$ cat src/rtl/async_fifo_wr_ctrl_if.sv
// Write-side bundle of the async FIFO: producer handshake, synchronized read
// pointer in, RAM write port and status flags out.
interface async_fifo_wr_ctrl_if #(
    parameter int ADDR_WIDTH = 3
);
    logic                  wr_en;
    logic                  clr_ovf;
    logic [ADDR_WIDTH:0]   rq2_rptr;
    logic                  wclken;
    logic [ADDR_WIDTH-1:0] waddr;
    logic [ADDR_WIDTH:0]   wptr;
    logic                  full;
    logic                  almost_full;
    logic [ADDR_WIDTH:0]   wlevel;
    logic                  overflow;

    modport master (
        output wr_en, clr_ovf, rq2_rptr,
        input  wclken, waddr, wptr, full, almost_full, wlevel, overflow
    );

    modport slave (
        input  wr_en, clr_ovf, rq2_rptr,
        output wclken, waddr, wptr, full, almost_full, wlevel, overflow
    );
endinterface

$ cat src/rtl/async_fifo_wr_ctrl.sv
// Write-domain controller of the async FIFO: owns the binary/Gray write pointer
// and derives full, almost_full, a pessimistic fill level and a sticky overflow.
module async_fifo_wr_ctrl #(
    parameter int ADDR_WIDTH = 3,
    parameter int AF_THRESH  = 6
) (
    input  logic                   clk,
    input  logic                   resetn,
    async_fifo_wr_ctrl_if.slave    bus
);
    localparam int PW = ADDR_WIDTH + 1;

    // Gray to binary via an XOR prefix running down from the MSB.
    function automatic logic [PW-1:0] gray_to_bin(input logic [PW-1:0] g);
        logic [PW-1:0] b;
        b[PW-1] = g[PW-1];
        for (int i = PW - 2; i >= 0; i--) begin
            b[i] = b[i+1] ^ g[i];
        end
        return b;
    endfunction

    logic [PW-1:0]         wbin_r;
    logic [PW-1:0]         wptr_r;
    logic [ADDR_WIDTH-1:0] waddr_r;
    logic                  full_r;
    logic                  almost_full_r;
    logic [PW-1:0]         wlevel_r;
    logic                  overflow_r;

    logic                  wclken_s;
    logic [PW-1:0]         wbin_nxt_s;
    logic [PW-1:0]         wgray_nxt_s;
    logic [PW-1:0]         rbin_s;
    logic [PW-1:0]         level_nxt_s;
    logic                  full_nxt_s;
    logic                  almost_full_nxt_s;
    logic                  overflow_nxt_s;

    // Next-state pointer, level and flag evaluation; a write and a read-pointer
    // move in the same cycle are folded into one evaluation.
    always_comb begin
        wclken_s          = 1'b0;
        wbin_nxt_s        = wbin_r;
        wgray_nxt_s       = wptr_r;
        rbin_s            = {PW{1'b0}};
        level_nxt_s       = {PW{1'b0}};
        full_nxt_s        = 1'b0;
        almost_full_nxt_s = 1'b0;
        overflow_nxt_s    = overflow_r;

        wclken_s    = bus.wr_en & ~full_r & resetn;
        wbin_nxt_s  = wbin_r + {{ADDR_WIDTH{1'b0}}, wclken_s};
        wgray_nxt_s = wbin_nxt_s ^ (wbin_nxt_s >> 1);
        rbin_s      = gray_to_bin(bus.rq2_rptr);
        level_nxt_s = wbin_nxt_s - rbin_s;
        full_nxt_s  = (wgray_nxt_s == {~bus.rq2_rptr[ADDR_WIDTH:ADDR_WIDTH-1],
                                       bus.rq2_rptr[ADDR_WIDTH-2:0]});
        almost_full_nxt_s = (level_nxt_s >= PW'(AF_THRESH));

        if (bus.wr_en && full_r) begin
            overflow_nxt_s = 1'b1;
        end else if (bus.clr_ovf) begin
            overflow_nxt_s = 1'b0;
        end else begin
            overflow_nxt_s = overflow_r;
        end
    end

    // State and output registers with synchronous active-low reset.
    always_ff @(posedge clk) begin
        if (!resetn) begin
            wbin_r        <= {PW{1'b0}};
            wptr_r        <= {PW{1'b0}};
            waddr_r       <= {ADDR_WIDTH{1'b0}};
            full_r        <= 1'b0;
            almost_full_r <= 1'b0;
            wlevel_r      <= {PW{1'b0}};
            overflow_r    <= 1'b0;
        end else begin
            wbin_r        <= wbin_nxt_s;
            wptr_r        <= wgray_nxt_s;
            waddr_r       <= wbin_nxt_s[ADDR_WIDTH-1:0];
            full_r        <= full_nxt_s;
            almost_full_r <= almost_full_nxt_s;
            wlevel_r      <= level_nxt_s;
            overflow_r    <= overflow_nxt_s;
        end
    end

    assign bus.wclken      = wclken_s;
    assign bus.waddr       = waddr_r;
    assign bus.wptr        = wptr_r;
    assign bus.full        = full_r;
    assign bus.almost_full = almost_full_r;
    assign bus.wlevel      = wlevel_r;
    assign bus.overflow    = overflow_r;
endmodule

$ cat src/flat_wrapper.sv
// flat-port wrapper written by rule: the top's interface ports become plain ports
module async_fifo_wr_ctrl_flat 
#(
    parameter int ADDR_WIDTH = 3,
    parameter int AF_THRESH  = 6
)
  (clk, resetn, bus_wr_en, bus_clr_ovf, bus_rq2_rptr, bus_wclken, bus_waddr, bus_wptr, bus_full, bus_almost_full, bus_wlevel, bus_overflow);
  async_fifo_wr_ctrl_if #(.ADDR_WIDTH(ADDR_WIDTH)) bus_i ();
  input  logic clk;
  input  logic resetn;
  input wire logic [$bits(bus_i.wr_en)-1:0] bus_wr_en;
  input wire logic [$bits(bus_i.clr_ovf)-1:0] bus_clr_ovf;
  input wire logic [$bits(bus_i.rq2_rptr)-1:0] bus_rq2_rptr;
  output wire logic [$bits(bus_i.wclken)-1:0] bus_wclken;
  output wire logic [$bits(bus_i.waddr)-1:0] bus_waddr;
  output wire logic [$bits(bus_i.wptr)-1:0] bus_wptr;
  output wire logic [$bits(bus_i.full)-1:0] bus_full;
  output wire logic [$bits(bus_i.almost_full)-1:0] bus_almost_full;
  output wire logic [$bits(bus_i.wlevel)-1:0] bus_wlevel;
  output wire logic [$bits(bus_i.overflow)-1:0] bus_overflow;
  assign bus_i.wr_en = bus_wr_en;
  assign bus_i.clr_ovf = bus_clr_ovf;
  assign bus_i.rq2_rptr = bus_rq2_rptr;
  assign bus_wclken = bus_i.wclken;
  assign bus_waddr = bus_i.waddr;
  assign bus_wptr = bus_i.wptr;
  assign bus_full = bus_i.full;
  assign bus_almost_full = bus_i.almost_full;
  assign bus_wlevel = bus_i.wlevel;
  assign bus_overflow = bus_i.overflow;
  async_fifo_wr_ctrl #(.ADDR_WIDTH(ADDR_WIDTH), .AF_THRESH(AF_THRESH)) u_core (.clk(clk), .resetn(resetn), .bus(bus_i));
endmodule
$ cat config.mk
export PLATFORM = sky130hd
export DESIGN_NAME = async_fifo_wr_ctrl_flat
export DESIGN_NICKNAME = d
export VERILOG_FILES = /design/src/rtl/async_fifo_wr_ctrl_if.sv /design/src/rtl/async_fifo_wr_ctrl.sv /design/src/flat_wrapper.sv
export SDC_FILE = /design/constraint.sdc
export NUM_CORES = 1
export LEC_CHECK = 0
export CAP_MARGIN = 15
export CELL_PAD_IN_SITES_DETAIL_PLACEMENT = 0
export CELL_PAD_IN_SITES_GLOBAL_PLACEMENT = 1
export CORE_MARGIN = 2
export CORE_UTILIZATION = 37
export CTS_BUF_LIST = sky130_fd_sc_hd__clkbuf_8
export CTS_CLUSTER_DIAMETER = 30
export DETAILED_ROUTE_END_ITERATION = 10
export PLACE_DENSITY_LB_ADDON = 0.3
export SYNTH_ARGS = -nofsm -noshare
export SYNTH_HDL_FRONTEND = slang
export SYNTH_SLANG_ARGS = --single-unit
$ cat constraint.sdc
create_clock -name clk -period 5.9 [get_ports clk]
set_input_delay 0.885 -clock clk [delete_from_list [all_inputs] [get_ports clk]]
set_output_delay 0.885 -clock clk [all_outputs]
set_load 0.005 [all_outputs]
==> run_results.csv <==
group,metric,value,unit
job,cap_viol_max_count,0,
synthesis,synth_top_family_by_area,"XOR/XNOR gates",
synthesis,syn_inst,73,
worst_setup_path,path_cells,"clkdlybuf4s50_1, nand2_1, nor2_1, ha_1, ha_1, xor2_1, ha_1, inv_1, a2111oi_0, nor4_1, o31a_1",
worst_setup_path,end_kind,"flop",
floorplanning,die_h,48.1,um
synthesis,yosys.area_share.simple,14.6,%
clock_tree,clock_path_buffers,2,
detailed_routing,drcViolationCount,0,
global_routing,grt-ovfl-total,0,
worst_setup_path,r2r_cells,9,
final_layout,nNetsFinal,112,
synthesis,yosys.cell_count.top_type,"dfxtp_1",
sta,setup_viol,0,
detailed_routing,dr.pass1.iters,4,
floorplanning,num_rows,15,
place,post-dp-hpwl,1.07,mm
sta,finalMaxSlewViolations,0,
worst_setup_path,cp_data_required_time,6.04,ns
detailed_routing,final_antenna_net_count,0,
synthesis,synth_top_area_share,38.9,%
global_routing,grt_usage,13.8,%
synthesis,synthAdderAreaFrac,8.68,%
worst_setup_path,slowest_stage,"clkdlybuf4s50_1",
sta,fin_crit_sh,63.9,%
worst_setup_path,cp.arrival,3.91,ns
pwr,worst_ir_drop_vdd,0.000151,V
synthesis,yosysTopAreaCell,"dfxtp_1",
synthesis,ys_ff_latch,14,
worst_hold_path,hold_path_depth,2,
final_layout,syn2layout_area_growth,41.5,%
pwr,p_leak,0.444,nW
worst_setup_path,path_class,"in -> reg",
worst_setup_path,worstReg2RegStart,"u_core.bus.full",
pwr,p_total,0.000272,W
clock_tree,clk_latency,0.24,ns
global_routing,grt_use_met1,14.3,%
floorplanning,fp.dieW,48.1,um
final_layout,drive_gt1_share,9.18,%
synthesis,avgSynthCellArea,9.87,um^2
clock_tree,cts_inserted_buffers,3,
synthesis,ys_warn_count,0,
sta,rsz0062_at_grt,"no",
synthesis,yosysSeqAreaShare,38.9,%
detailed_routing,viasPerCell,4.72,
worst_hold_path,hp-class,"reg -> reg",
sta,tns,0,ns
worst_setup_path,path_max_fanout,8,
synthesis,syn_nets,86,
synthesis,synthArstFlopShare,0,%
clock_tree,ctsHoldBuffers,0,
worst_setup_path,r2r-end,"u_core.bus.almost_full",
floorplanning,dieArea,0.00232,mm^2
worst_setup_path,crit_path_frequent_cell,"ha_1",
outcome,outcome,"completed",
worst_setup_path,worstSetupStartpointType,"input port",
global_routing,grt_busiest_layer,"met2",
sta,tightest_slew,0.558,ns
place,portBuffers,22,
pwr,p_per_area,267,mW/mm^2
worst_hold_path,min-delay-start,"u_core.bus.overflow",
global_routing,met2_usage,24.0,%
place,routabilityCongestion,0.744,
detailed_routing,routed_wl,1.34,mm
synthesis,synth_xor_xnor_area_share,20.3,%
clock_tree,cts_tree,"yes",
clock_tree,ctsResizeCount,0,
synthesis,syn_area,721,um^2
worst_setup_path,path_buf_inv,2,
worst_setup_path,reg2reg_slack,3.14,ns
floorplanning,io_pins,23,
clock_tree,cts.reportedPaths.clkPinSlew,0.06,ns
clock_tree,post_cts_buffers,0,
detailed_routing,vias,580,
clock_tree,clock-sinks,14,
detailed_routing,drt_iter0_drc,7,
sta,hold_viol,0,
synthesis,synth_area_leaders,"dfxtp_1 39%, ha_1 8.7%, xnor2_1 8.5%, xor2_1 8.5%, nor2_1 4.2%",
synthesis,synth_edf_count,0,
global_routing,use_met3,3.33,%
clock_tree,htree_levels,1,
global_routing,antenna_found_initial,0,
synthesis,synth_common_cells,"14 x dfxtp_1, 8 x nor2_1, 7 x xnor2_1, 7 x xor2_1, 6 x inv_1",
sta,relSlewSlack,61.8,%
worst_setup_path,cpPeakStageDelay,0.61,ns
detailed_routing,wire_per_inst,10.9,um
worst_hold_path,min_to,"u_core.bus.overflow",
synthesis,synth.distinct_cells,25,
sta,min_period,3.77,ns
floorplanning,core,0.00178,mm^2
synthesis,synth_top_flop_cell,"dfxtp_1",
global_routing,first_global_vias,517,
global_routing,grt_max_degree,9,
synthesis,synth_mux_area_share,1.39,%
global_routing,grt_pass1_wl,2.10,mm
sta,finClkSkew,0.00360,ns
floorplanning,start_util,40.4,%
clock_tree,cts-root-buf,"clkbuf_8",
sta,timing.fmax,0.265,GHz
final_layout,diodes,0,
worst_setup_path,cp_top_family,"compound AO/OA/AOI/OAI gates",
synthesis,synth_compound_area_share,12.0,%
==> worst max-delay path by stage <==
stage                             endpoint  cells after the start  slack (ns)  startpoint
floorplan           u_core.bus.almost_full                     10        2.80   bus_wr_en
global placement    u_core.bus.almost_full                     11        1.97      resetn
detailed placement  u_core.bus.almost_full                     11        1.84      resetn
CTS                 u_core.bus.almost_full                     11        2.10      resetn
global route        u_core.bus.almost_full                     11        1.86      resetn
finish              u_core.bus.almost_full                     11        2.13      resetn
==> layer usage <==
layer / routed length (um) / part of all wire (%)
met3: 69 / 5.1
met1: 561 / 42
met5: 0 / 0
met2: 687 / 51
met4: 22 / 1.6
==> placed cells by master (no fill, tap or decap), drive strengths merged, types with 2 or more instances in the layout <==
| cell | synthesis | routed |
|---|---|---|
| a21oi | 2 | 2 |
| and2 | 3 | 3 |
| and3 | 2 | 2 |
| clkbuf | 0 | 4 |
| clkdlybuf4s50 | 0 | 22 |
| dfxtp | 14 | 14 |
| ha | 5 | 5 |
| inv | 6 | 6 |
| nand2 | 4 | 4 |
| nor2 | 8 | 8 |
| nor3 | 2 | 2 |
| o31a | 2 | 2 |
| xnor2 | 7 | 7 |
| xor2 | 7 | 7 |
==> power by group <==
| group | switching [W] | internal (W) |
|---|---|---|
| registers | 0.00000256 | 0.000104 |
| clock network | 0.0000343 | 0.0000591 |
| logic | 0.0000310 | 0.0000416 |
==> layout make-up <==
type / instances / area (um^2)
multi-input combinational: 52 / 410
inverter: 6 / 22.5
fill: 175 / 763
timing repair buffer: 22 / 220
sequential: 14 / 280
clock buffer: 4 / 55.1
tap: 25 / 31.3
==> metrics by stage <==
stage | hold WS (ns) | util, % | std cells | setup slack (ns) | instance area, um^2
after detailed placement | 0.469 | 54.1 | 119 | 1.84 | 965
after global placement | 0.461 | 54.1 | 119 | 1.97 | 965
after floorplan | 0.466 | - | 73 | 2.80 | 721
final | 0.471 | 57.2 | 123 | 2.13 | 1020
after CTS | 0.477 | 57.2 | 123 | 2.10 | 1020
after global routing | 0.521 | 57.2 | 123 | 1.86 | 1020
==> cell families after synthesis <==
group | after synthesis
buffers and inverters | 7
DFF | 14
AOI/OAI and AO/OA | 9
muxes | 1
and+or+nand+nor | 22
xor gates and xnor gates | 15
adders and majority gates | 5
==> worst register-to-register path, stage by stage (launching register included) <==
cell	delay (ns)
dfxtp_1	0.32
nor2_1	0.15
ha_1	0.20
ha_1	0.17
xor2_1	0.47
ha_1	0.30
inv_1	0.09
a2111oi_0	0.50
nor4_1	0.15
o31a_1	0.30
==> state kept, by name, summed over array words and instances (netlist names) <==
register                count
u_core.wbin_r               1
u_core.bus.wlevel           4
u_core.bus.almost_full      1
u_core.bus.waddr            2
u_core.bus.full             1
u_core.bus.wptr             4
u_core.bus.overflow         1
No activity file was read; power rests on OpenSTA's default activity.
